==> config.mk <==
export PLATFORM = sky130hd
export DESIGN_NAME = spi_master
export DESIGN_NICKNAME = d
export VERILOG_FILES = /design/src/rtl/spi_defs.sv /design/src/rtl/spi_master.sv
export SDC_FILE = /design/constraint.sdc
export NUM_CORES = 1
export LEC_CHECK = 0
export BUFFER_PORTS_ARGS = -buffer_cell sky130_fd_sc_hd__buf_2
export CAP_MARGIN = 20
export CORE_MARGIN = 1.5
export CORE_UTILIZATION = 45
export DETAILED_ROUTE_END_ITERATION = 10
export PLACE_DENSITY = 0.7
export SETUP_SLACK_MARGIN = 0.2
export SKIP_LAST_GASP = 1
export SLEW_MARGIN = 20
export SYNTH_ARGS = -nofsm -noshare
export SYNTH_HDL_FRONTEND = slang
export SYNTH_SLANG_ARGS = --single-unit
==> constraint.sdc <==
create_clock -name clock -period 15.31 [get_ports clock]
set_clock_uncertainty 0.15 [all_clocks]
set_input_delay 3.062 -clock clock [delete_from_list [all_inputs] [get_ports clock]]
set_output_delay 3.062 -clock clock [all_outputs]
set_load 0.02 [all_outputs]
==> src/rtl/spi_defs.sv <==
// Shared definitions for the SPI master: state encoding, default word
// width and serial clock divider, and a small sizing helper.
package spi_defs;

   typedef enum logic [2:0] {
      ST_IDLE  = 3'd0,
      ST_SETUP = 3'd1,
      ST_LOW   = 3'd2,
      ST_HIGH  = 3'd3,
      ST_HOLD  = 3'd4
   } spi_state_t;

   localparam int SPI_WORD_WIDTH = 96;
   localparam int SPI_CLK_DIV    = 4;

   // Largest of three phase lengths; sizes the shared phase timer.
   function automatic int max3(input int a, input int b, input int c);
      int m;
      m = (a > b) ? a : b;
      return (m > c) ? m : c;
   endfunction

endpackage

==> src/rtl/spi_master.sv <==
// SPI master, mode 0, MSB first, one WIDTH-bit word per transaction.
// sclk is a registered divided output; everything runs on `clock`.
//
// state    | meaning
// ---------+-----------------------------------------------------------
// ST_IDLE  | n_cs high, waiting for start (also the cycle done pulses)
// ST_SETUP | n_cs low, first bit on mosi, CS_SETUP cycles before sclk
// ST_LOW   | sclk low half-period; miso captured on its last cycle
// ST_HIGH  | sclk high half-period; bit count / tx shift on last cycle
// ST_HOLD  | sclk low, n_cs still low for CS_HOLD cycles
//
// All pins are registered from the current FSM state, so they trail the
// state by one cycle. That lag is the leading "1" of the transaction
// latency and puts the done pulse on the same edge n_cs rises.
module spi_master
   import spi_defs::*;
#(
   parameter int WIDTH    = SPI_WORD_WIDTH,
   parameter int CLK_DIV  = SPI_CLK_DIV,
   parameter int CS_SETUP = 2,
   parameter int CS_HOLD  = 2
) (
   input  logic             clock,
   input  logic             reset,
   input  logic             start,
   input  logic [WIDTH-1:0] data_i,
   output logic             busy,
   output logic             done,
   output logic [WIDTH-1:0] data_o,
   output logic             n_cs,
   output logic             sclk,
   output logic             mosi,
   input  logic             miso
);

   localparam int PMAX = max3(CLK_DIV, CS_SETUP, CS_HOLD);
   localparam int PW   = (PMAX > 1) ? $clog2(PMAX) : 1;
   localparam int BW   = $clog2(WIDTH + 1);

   spi_state_t       r_state;
   spi_state_t       w_state_nx;
   logic [PW-1:0]    r_phase;
   logic [BW-1:0]    r_bit_cnt;
   logic [WIDTH-1:0] r_tx;
   logic [WIDTH-1:0] r_rx;
   logic             r_fin;
   logic             w_phase_tc;
   logic             w_last_bit;

   assign w_phase_tc = (r_phase == '0);
   assign w_last_bit = (r_bit_cnt == BW'(WIDTH - 1));

   // State register.
   always_ff @(posedge clock or posedge reset) begin
      if (reset) begin
         r_state <= ST_IDLE;
      end else begin
         r_state <= w_state_nx;
      end
   end

   // Next-state decode; every timed state leaves on phase terminal count.
   always_comb begin
      w_state_nx = r_state;
      case (r_state)
         ST_IDLE:  if (start)      w_state_nx = ST_SETUP;
         ST_SETUP: if (w_phase_tc) w_state_nx = ST_LOW;
         ST_LOW:   if (w_phase_tc) w_state_nx = ST_HIGH;
         ST_HIGH:  if (w_phase_tc) w_state_nx = w_last_bit ? ST_HOLD : ST_LOW;
         ST_HOLD:  if (w_phase_tc) w_state_nx = ST_IDLE;
         default:                  w_state_nx = ST_IDLE;
      endcase
   end

   // Phase timer, bit counter and shift registers.
   always_ff @(posedge clock or posedge reset) begin
      if (reset) begin
         r_phase   <= '0;
         r_bit_cnt <= '0;
         r_tx      <= '0;
         r_rx      <= '0;
         r_fin     <= 1'b0;
      end else begin
         r_fin <= 1'b0;

         // Reload on every state change, otherwise count down to zero.
         if (w_state_nx != r_state) begin
            case (w_state_nx)
               ST_SETUP: r_phase <= PW'(CS_SETUP - 1);
               ST_LOW:   r_phase <= PW'(CLK_DIV - 1);
               ST_HIGH:  r_phase <= PW'(CLK_DIV - 1);
               ST_HOLD:  r_phase <= PW'(CS_HOLD - 1);
               default:  r_phase <= '0;
            endcase
         end else if (!w_phase_tc) begin
            r_phase <= r_phase - PW'(1);
         end

         case (r_state)
            ST_IDLE: begin
               if (start) begin
                  r_tx      <= data_i;
                  r_rx      <= '0;
                  r_bit_cnt <= '0;
               end
            end
            ST_LOW: begin
               if (w_phase_tc) r_rx <= {r_rx[WIDTH-2:0], miso};
            end
            ST_HIGH: begin
               if (w_phase_tc) begin
                  r_bit_cnt <= r_bit_cnt + BW'(1);
                  if (!w_last_bit) r_tx <= {r_tx[WIDTH-2:0], 1'b0};
               end
            end
            ST_HOLD: begin
               if (w_phase_tc) r_fin <= 1'b1;
            end
            default: ;
         endcase
      end
   end

   // Registered pins, one cycle behind the state they represent.
   always_ff @(posedge clock or posedge reset) begin
      if (reset) begin
         n_cs   <= 1'b1;
         sclk   <= 1'b0;
         mosi   <= 1'b0;
         busy   <= 1'b0;
         done   <= 1'b0;
         data_o <= '0;
      end else begin
         n_cs <= (r_state == ST_IDLE);
         sclk <= (r_state == ST_HIGH);
         mosi <= (r_state != ST_IDLE) ? r_tx[WIDTH-1] : 1'b0;
         busy <= (r_state != ST_IDLE);
         done <= r_fin;
         if (r_fin) data_o <= r_rx;
      end
   end

endmodule

Yosys cells after proc, flatten, opt, wreduce, memory -nomap -nowiden:

Index checks and enable logic that the tools add are counted.

* register bits after elaboration: 306
* input bits: 100
* output and inout port bits: 101
* word-level logic and storage cells: 62

* add/sub/neg operators: 2
* equal/unequal tests: 15
* muxes and demuxes: 23
* reductions and logical operators: 10

Operators by type and width (number)
* 96-bit 2-to-1 mux: 5
* 96-bit one-hot mux with 2 select lines: 2
* 3-bit 2-to-1 mux: 6
* 3-bit one-hot mux with 5 select lines: 1
* 7-bit 2-to-1 mux: 2
* 7-bit one-hot mux with 2 select lines: 1
* 3-bit by 2-bit equality test with 1-bit output, second input constant: 4
* 2-bit != test, second input constant: 4
* 7-bit by 1-bit adder with 7-bit output, second input constant: 1
* 7-bit equality test, second input constant: 1
* 3-bit by 1-bit equality test with 1-bit output, second input constant: 2
* 3-bit equality test, second input constant: 2
* 3-bit AND reduction: 2
* 2-bit 2-to-1 mux: 2
* 2-bit one-hot mux with 2 select lines: 1
* 4-bit AND reduction: 1
* 2-bit nonzero test: 2
* 2-bit OR reduction: 2
* 3-bit zero test: 1
* 1-bit 2-to-1 mux: 3
* 3-bit != test: 1
* 3-bit nonzero test: 1
* 2-bit zero test: 1
* 2-bit by 1-bit != test with 1-bit output, second input constant: 1
* 2-bit by 1-bit subtractor with 2-bit output, second input constant: 1

Longest topological paths before layout:

Gate-level depths: netlist (run 1).

* word-level depth: 8
* mapped depth: 10
* depth with buffers taken out: 6

Worst setup path after synthesis (run 1):

Ideal clock, no wire load.

* path type: in2reg
* from: input start
* to: register r_tx[10]
* library setup time: 125 ps
* data arrival time: 4487 ps
* data required time: 15035 ps
* path slack: 10548 ps
* cell stages on the path: 7
* path buffers: 3
* cells stage by stage: or3b_4 > a21o_1 > buf_6 > nor2_4 > buf_12 > buf_12 > mux2_4

* word-level cells in the longest chain between the ends: 2

Ends and longest elaborated chain
* start, declared: RTL line spi_master.sv:25 `input logic start,`
* 2-bit != test (no source line)
* 4-bit AND reduction (no source line)
* end signal, assigned: RTL line spi_master.sv:102 `r_tx <= data_i;`
* end signal, assigned: RTL line spi_master.sv:113 `if (!w_last_bit) r_tx <= {r_tx[WIDTH-2:0], 1'b0};`
* end, declared: RTL line spi_master.sv:44 `logic [WIDTH-1:0] r_tx;`

No other way between the ends.
A chain may end at the register's enable or synchronous reset.

Final worst setup path (run 1):

* from: input start
* to: register r_tx[57]

Same word-level chain as after synthesis.

==> results of run 1 <==
placed cells by master (no fill, tap or decap), drive strengths merged, types with 2 or more instances in the layout:
master / n
a21o: 2
a21oi: 5
buf: 208
clkbuf: 54
clkinv: 2
dfrtp: 305
diode: 6
ha: 2
inv: 6
mux2: 287
mux2i: 2
nand2: 202
nand3: 101
nand3b: 2
nor2: 8
nor3: 5
o21ai: 8
o31ai: 3
or3: 2
or4: 2
area by class of cell:
type | instances | area [um2]
fill | 2454 | 13300
sequential | 306 | 7660
multi-input combinational | 642 | 5080
timing repair buffer | 208 | 1070
clock buffer | 54 | 1040
tap | 384 | 480
clock inverter | 4 | 48.8
inverter | 5 | 26.3
antenna | 6 | 15.0
logic make-up after synthesis:
kind of cell               count (synthesis)  synth area share, %
AOI/OAI and AO/OA                         22                 1.01
xor gates and xnor gates                   1               0.0667
adders and majority gates                  2                0.191
buffers and inverters                     73                 3.18
DFF                                      306                 58.3
muxes                                    289                 26.2
and+or+nand+nor                          328                 11.0
per-stage QoR:
stage                     setup WS, ns  utilization, %
after global routing              9.64            53.7
after CTS                         9.77            53.7
after detailed placement          9.24            49.9
after floorplan                   3.64               -
final                             9.73            53.7
after global placement            9.29            49.9
worst register-to-register path: cells and delay by family (launching register included):
family	cells	cell delay (ns)
buf+inv	3	1.41
mux	1	0.46
flops	1	0.39
simple gates	2	0.38
compound gates	1	0.35
fa+ha+maj	1	0.36
how the worst max path moves through the flow:
stage / end / cells past startpoint / start
final: r_tx[57]$_DFFE_PP0P_ / 7 / start
after floorplan: busy$_DFF_PP0_ / 1 / reset
after CTS: r_tx[57]$_DFFE_PP0P_ / 7 / start
after global routing: r_tx[61]$_DFFE_PP0P_ / 7 / start
after global placement: r_tx[54]$_DFFE_PP0P_ / 7 / start
after detailed placement: r_tx[61]$_DFFE_PP0P_ / 7 / start
power breakdown:
group / switching, mW / total (mW) / internal (mW)
clock: 0.307 / 0.786 / 0.479
sequential: 0.0876 / 1.05 / 0.961
combinational: 0.343 / 0.741 / 0.398
total: 0.738 / 2.58 / 1.84
registers in the layout, summed over array words and instances (netlist names):
name       cells
busy           1
data_o        96
done           1
mosi           1
n_cs           1
r_bit_cnt      7
r_fin          1
r_phase        2
r_rx          96
r_state        3
r_tx          96
sclk           1
synthesized netlist by cell type (2+ instances only):
cell / count / share of area (%)
dfrtp_1: 305 / 58
mux2_2: 223 / 19
nand2_1: 202 / 5.8
nand3_1: 101 / 3.8
mux2_4: 50 / 5.7
clkbuf_1: 36 / 1.0
buf_2: 16 / 0.61
mux2_1: 14 / 1.2
o21ai_0: 8 / 0.30
nor2_1: 7 / 0.20
buf_12: 6 / 0.91
a21oi_1: 5 / 0.19
buf_4: 5 / 0.29
inv_1: 5 / 0.14
buf_1: 4 / 0.11
nor3_1: 3 / 0.11
o31ai_1: 3 / 0.17
a21o_1: 2 / 0.11
ha_1: 2 / 0.19
mux2i_1: 2 / 0.15
nor3_2: 2 / 0.15
or3_1: 2 / 0.095
or4_1: 2 / 0.11
layer usage:
layer | up-vias | wire length (um) | GRT usage [%]
met5 | - | 31 | 0
met4 | 4 | 386 | 4.02
met3 | 41 | 2040 | 6.07
met2 | 213 | 11100 | 25.5
met1 | 4026 | 11600 | 23.4
li1 | 3875 | - | -
==> metrics.txt, run 1 <==
Syn Nets 1,123; WL/cell 15.6 um; Vias 8,159; synthesized flop and latch total 306; first drt pass iteration count 4; via/cell ratio 5.07; Core Footprint 28,700 um2; All-Layer GR Usage 16.9%; Area Growth Syn to Fin 17.5%; die width 174 um; Critical Path Fanout Max 59; initial antenna violation count 6; Crit path top cell by count buf_4; placed insts 1,545; share of layout cells above drive strength 1 44.3%; crit-path leading delay family buffers and inverters; Starting Density 45.7%; nets@finish 1,299; min-delay worst type flop to flop; Leak 7.98 nW; clk sinks 306; final RePlAce weighted congestion 0.751; Finished Layout Cells 1,609; worst-skew pair later-pin latency 0.50 ns; Max Fclk 179 MHz; post-CTS sizing 0; outcome complete, no violations; flop-to-flop setup slack 11.71 ns; CP max stage cell buf_4; post-route cell area 15,400 um2; RR Startpoint r_phase[0]$_DFFE_PP0P_; Congestion Overflow GR 0; # hold bufs at CTS 0; Clock transition at path regs 0.06 ns; Worst R2R Path Depth 8; Post-CTS Setup Repair Bufs 0; Post-DRT Antenna Nets 0; Hold Startpoint r_rx[95]$_DFFE_PP0P_; crit-path cells buf_2 > or3b_4 > a21o_1 > nor2_4 > buf_4 > buf_4 > mux2_2; Slew headroom 29.9%; Worst Path Arrival 5.80 ns; register area share after synthesis 58.3%; Crit path buffers/inverters 3; Clock Tree Buf Depth 3; Crit. End Element flop; syn avg cell area 12.9 um2; maximum vdd drop 124 uV; post-synth cell types 39; number of port buffers 200; FP Rows 62; Cell Area, Synth 13,100 um2; Die Ht 174 um; H-tree levels 2; Final Cycle Share 36.4%; Final HPWL DP 15,300 um; maxcap violations 0; hold path depth 2; RSZ-0062 raised after global routing no; die area 30,200 um2; Ports 201; Reg-to-Reg End r_tx[57]$_DFFE_PP0P_; PwrDens 167 nW/um2; Worst path max stage delay 0.79 ns; CTS tree built; Final Total Pwr 2.58 mW; Req. time, crit path 15.53 ns; Root Driver clkbuf_16; Slew @ Worst Pin 1.05 ns; CP Launch Type input port; Synth warnings 0; placed cell area 14,300 um2; Hold EP r_rx[95]$_DFFE_PP0P_; Post-synth EDFFs 0; fin. max-slew vios 0; final hold viol count 0; Synth async-reset ratio 100%; setup total negative slack 0 ns; CTS Buf Count 34; 1st-iter DRT viols 448; residual DRC count 0; first-pass GRT wire length 42,700 um; min cycle time layout 5.58 ns; final WL 25,100 um; post-synthesis cell count 1,021; predominant post-synthesis flop cell dfrtp_1; critical path class input port to flop; final-report setup violation count 0; vias in the first global route 8,369; pin count of the biggest net entering global routing 182; WHS 0.313 ns
Note: power is estimated with default switching activity, not from simulation.
==> run 2: changes to the inputs <==
- clock period: 15.31 -> 5.4 ns (I/O delays scaled with it)
==> metrics.txt, run 2 (synthesis gave the netlist of run 1 again) <==
Clock transition at path regs 0.06 ns (about the same); RR Startpoint r_phase[0]$_DFFE_PP0P_; 1st-iter DRT viols 565 (+26%); maximum vdd drop 315 uV (+150%); Area Growth Syn to Fin 17.0%; WHS 0.310 ns (-0.00292 ns); Leak 7.95 nW (-0.40%); post-route cell area 15,400 um2 (-0.37%); Final Cycle Share 58.1%; Ports 201 (unchanged); Post-CTS Setup Repair Bufs 0 (unchanged); clk sinks 306 (unchanged); vias in the first global route 8,371 (+0.024%); Worst Setup SP r_phase[0]$_DFFE_PP0P_; Int Pwr 5.10 mW (+180%); residual DRC count 0 (unchanged); PwrDens 466 nW/um2 (+180%); Reg power frac 41.5% (+0.8 points); Slew @ Worst Pin 1.09 ns (+0.0375 ns); All-Layer GR Usage 16.7% (-0.22 points); Core Footprint 28,700 um2 (unchanged); Clock Tree Buf Depth 3 (unchanged); # hold bufs at CTS 0 (unchanged); Die Ht 174 um (unchanged); final RePlAce weighted congestion 0.756 (+0.64%); post-CTS sizing 0 (unchanged); CTS tree built; Vias 8,141 (-0.22%); final-report setup violation count 0 (unchanged); CP Launch Type flop; min-delay worst type flop to flop; Slew headroom 27.4% (-2.5 points); H-tree levels 1 (-1); min cycle time layout 3.14 ns; Most Used Layer, Global Route met2; FP Rows 62 (unchanged); RSZ-0062 raised after global routing no; Post-DRT Antenna Nets 0 (unchanged); Congestion Overflow GR 0 (unchanged); outcome complete, no violations; power share of the clock group 29.1% (-1.4 points); largest registers data_o (96), r_rx (96), r_tx (96); die area 30,200 um2 (unchanged); placed cell area 14,400 um2 (+0.31%); nets@finish 1,299 (unchanged); WL/cell 15.6 um (+0.18%); met2 GRT Util 24.7% (-0.77 points); maxcap violations 0 (unchanged); most common cell after layout, fill and taps aside dfrtp_1; Final HPWL DP 15,500 um (+0.96%); M1 GR Usage 24.1% (+0.68 points); worst-skew pair later-pin latency 0.54 ns (+0.04 ns); final hold viol count 0 (unchanged); Crit. End Element flop; first drt pass iteration count 4 (unchanged); critical path class flop to flop; Worst Path Arrival 3.41 ns (-2.39 ns); number of port buffers 200 (unchanged); Root Driver clkbuf_16; Critical Path Fanout Max 57 (-3.4%); pin count of the biggest net entering global routing 136 (-25%); Comb pwr share 29.5% (+0.7 points); final WL 25,000 um (-0.32%); setup total negative slack 0 ns (unchanged); fin. max-slew vios 0 (unchanged); Req. time, crit path 5.68 ns (-9.85 ns); met3 Track Usage GR 5.42% (-0.66 points); commonest cells after routing, fill and taps aside 304 x dfrtp_1, 223 x mux2_2, 202 x nand2_1; Switch Pwr 2.06 mW (+180%); via/cell ratio 5.08 (+0.28%); first-pass GRT wire length 42,500 um (-0.39%); Max Fclk 319 MHz; die width 174 um (unchanged); share of layout cells above drive strength 1 44.5% (+0.23 points); Hold Startpoint r_rx[95]$_DFFE_PP0P_; Starting Density 45.7% (unchanged); CTS Buf Count 31 (-8.8%); initial antenna violation count 6 (unchanged); switching share of power 28.7% (+0.11 points)
## run 2: final timing paths
kind,end,slack [ns],cells after the start
worst max register to register,r_tx[55]$_DFFE_PP0P_,2.26,7
worst max-delay path,r_tx[55]$_DFFE_PP0P_,2.26,7
worst min-delay path,r_rx[95]$_DFFE_PP0P_,0.31,2
worst min register to register,r_rx[95]$_DFFE_PP0P_,0.31,2
max in group asynchronous,data_o[48]$_DFFE_PP0P_,3.67,3
min in group asynchronous,r_rx[73]$_DFFE_PP0P_,0.39,2
## run 2: power groups by stage
stage                     Sequential [mW]  Clock, mW  Combinational (mW)
after CTS                            2.97       2.15                2.13
after global routing                 3.03       2.24                2.30
after floorplan                      2.92          0                1.92
after detailed placement             3.00          0                2.13
final                                2.97       2.08                2.11
after global placement               3.00          0                2.08
## run 2: layout make-up
cell class	count	area (um2)
fillers	2460	13300
flip-flops and latches	306	7660
multi-input cells	642	5080
repair buffers	211	1120
clock buffers	47	946
well taps	384	480
clock inverters	4	50.0
inverters	5	22.5
diodes	2	5.00
## run 2: stage by stage
| stage | util, % | instances | setup slack [ns] | power [mW] |
|---|---|---|---|---|
| 6_report | 53.5 | 1601 | 2.26 | 7.16 |
| 5_1_grt | 53.5 | 1599 | 2.08 | 7.57 |
| 4_1_cts | 53.5 | 1599 | 2.27 | 7.25 |
| 3_5_place_dp | 50.0 | 1548 | 1.76 | 5.13 |
| 3_3_place_gp | 50.0 | 1548 | 1.78 | 5.07 |
| 2_1_floorplan | - | 1021 | 0.0998 | 4.84 |
## run 2: per-layer routing
metal / vias to the layer above / share of wire [%]
met5: - / 0.25
met4: 8 / 1.4
met3: 39 / 7.8
met2: 212 / 43
met1: 4017 / 48
li1: 3865 / -
## run 2: critical path, cell delays in order (launching register included)
cell and delay [ns]:
dfrtp_1 0.39, inv_1 0.06, ha_1 0.34, nand3_1 0.23, a21o_1 0.36, nor2_4 0.67, buf_12 0.40, mux2_2 0.38
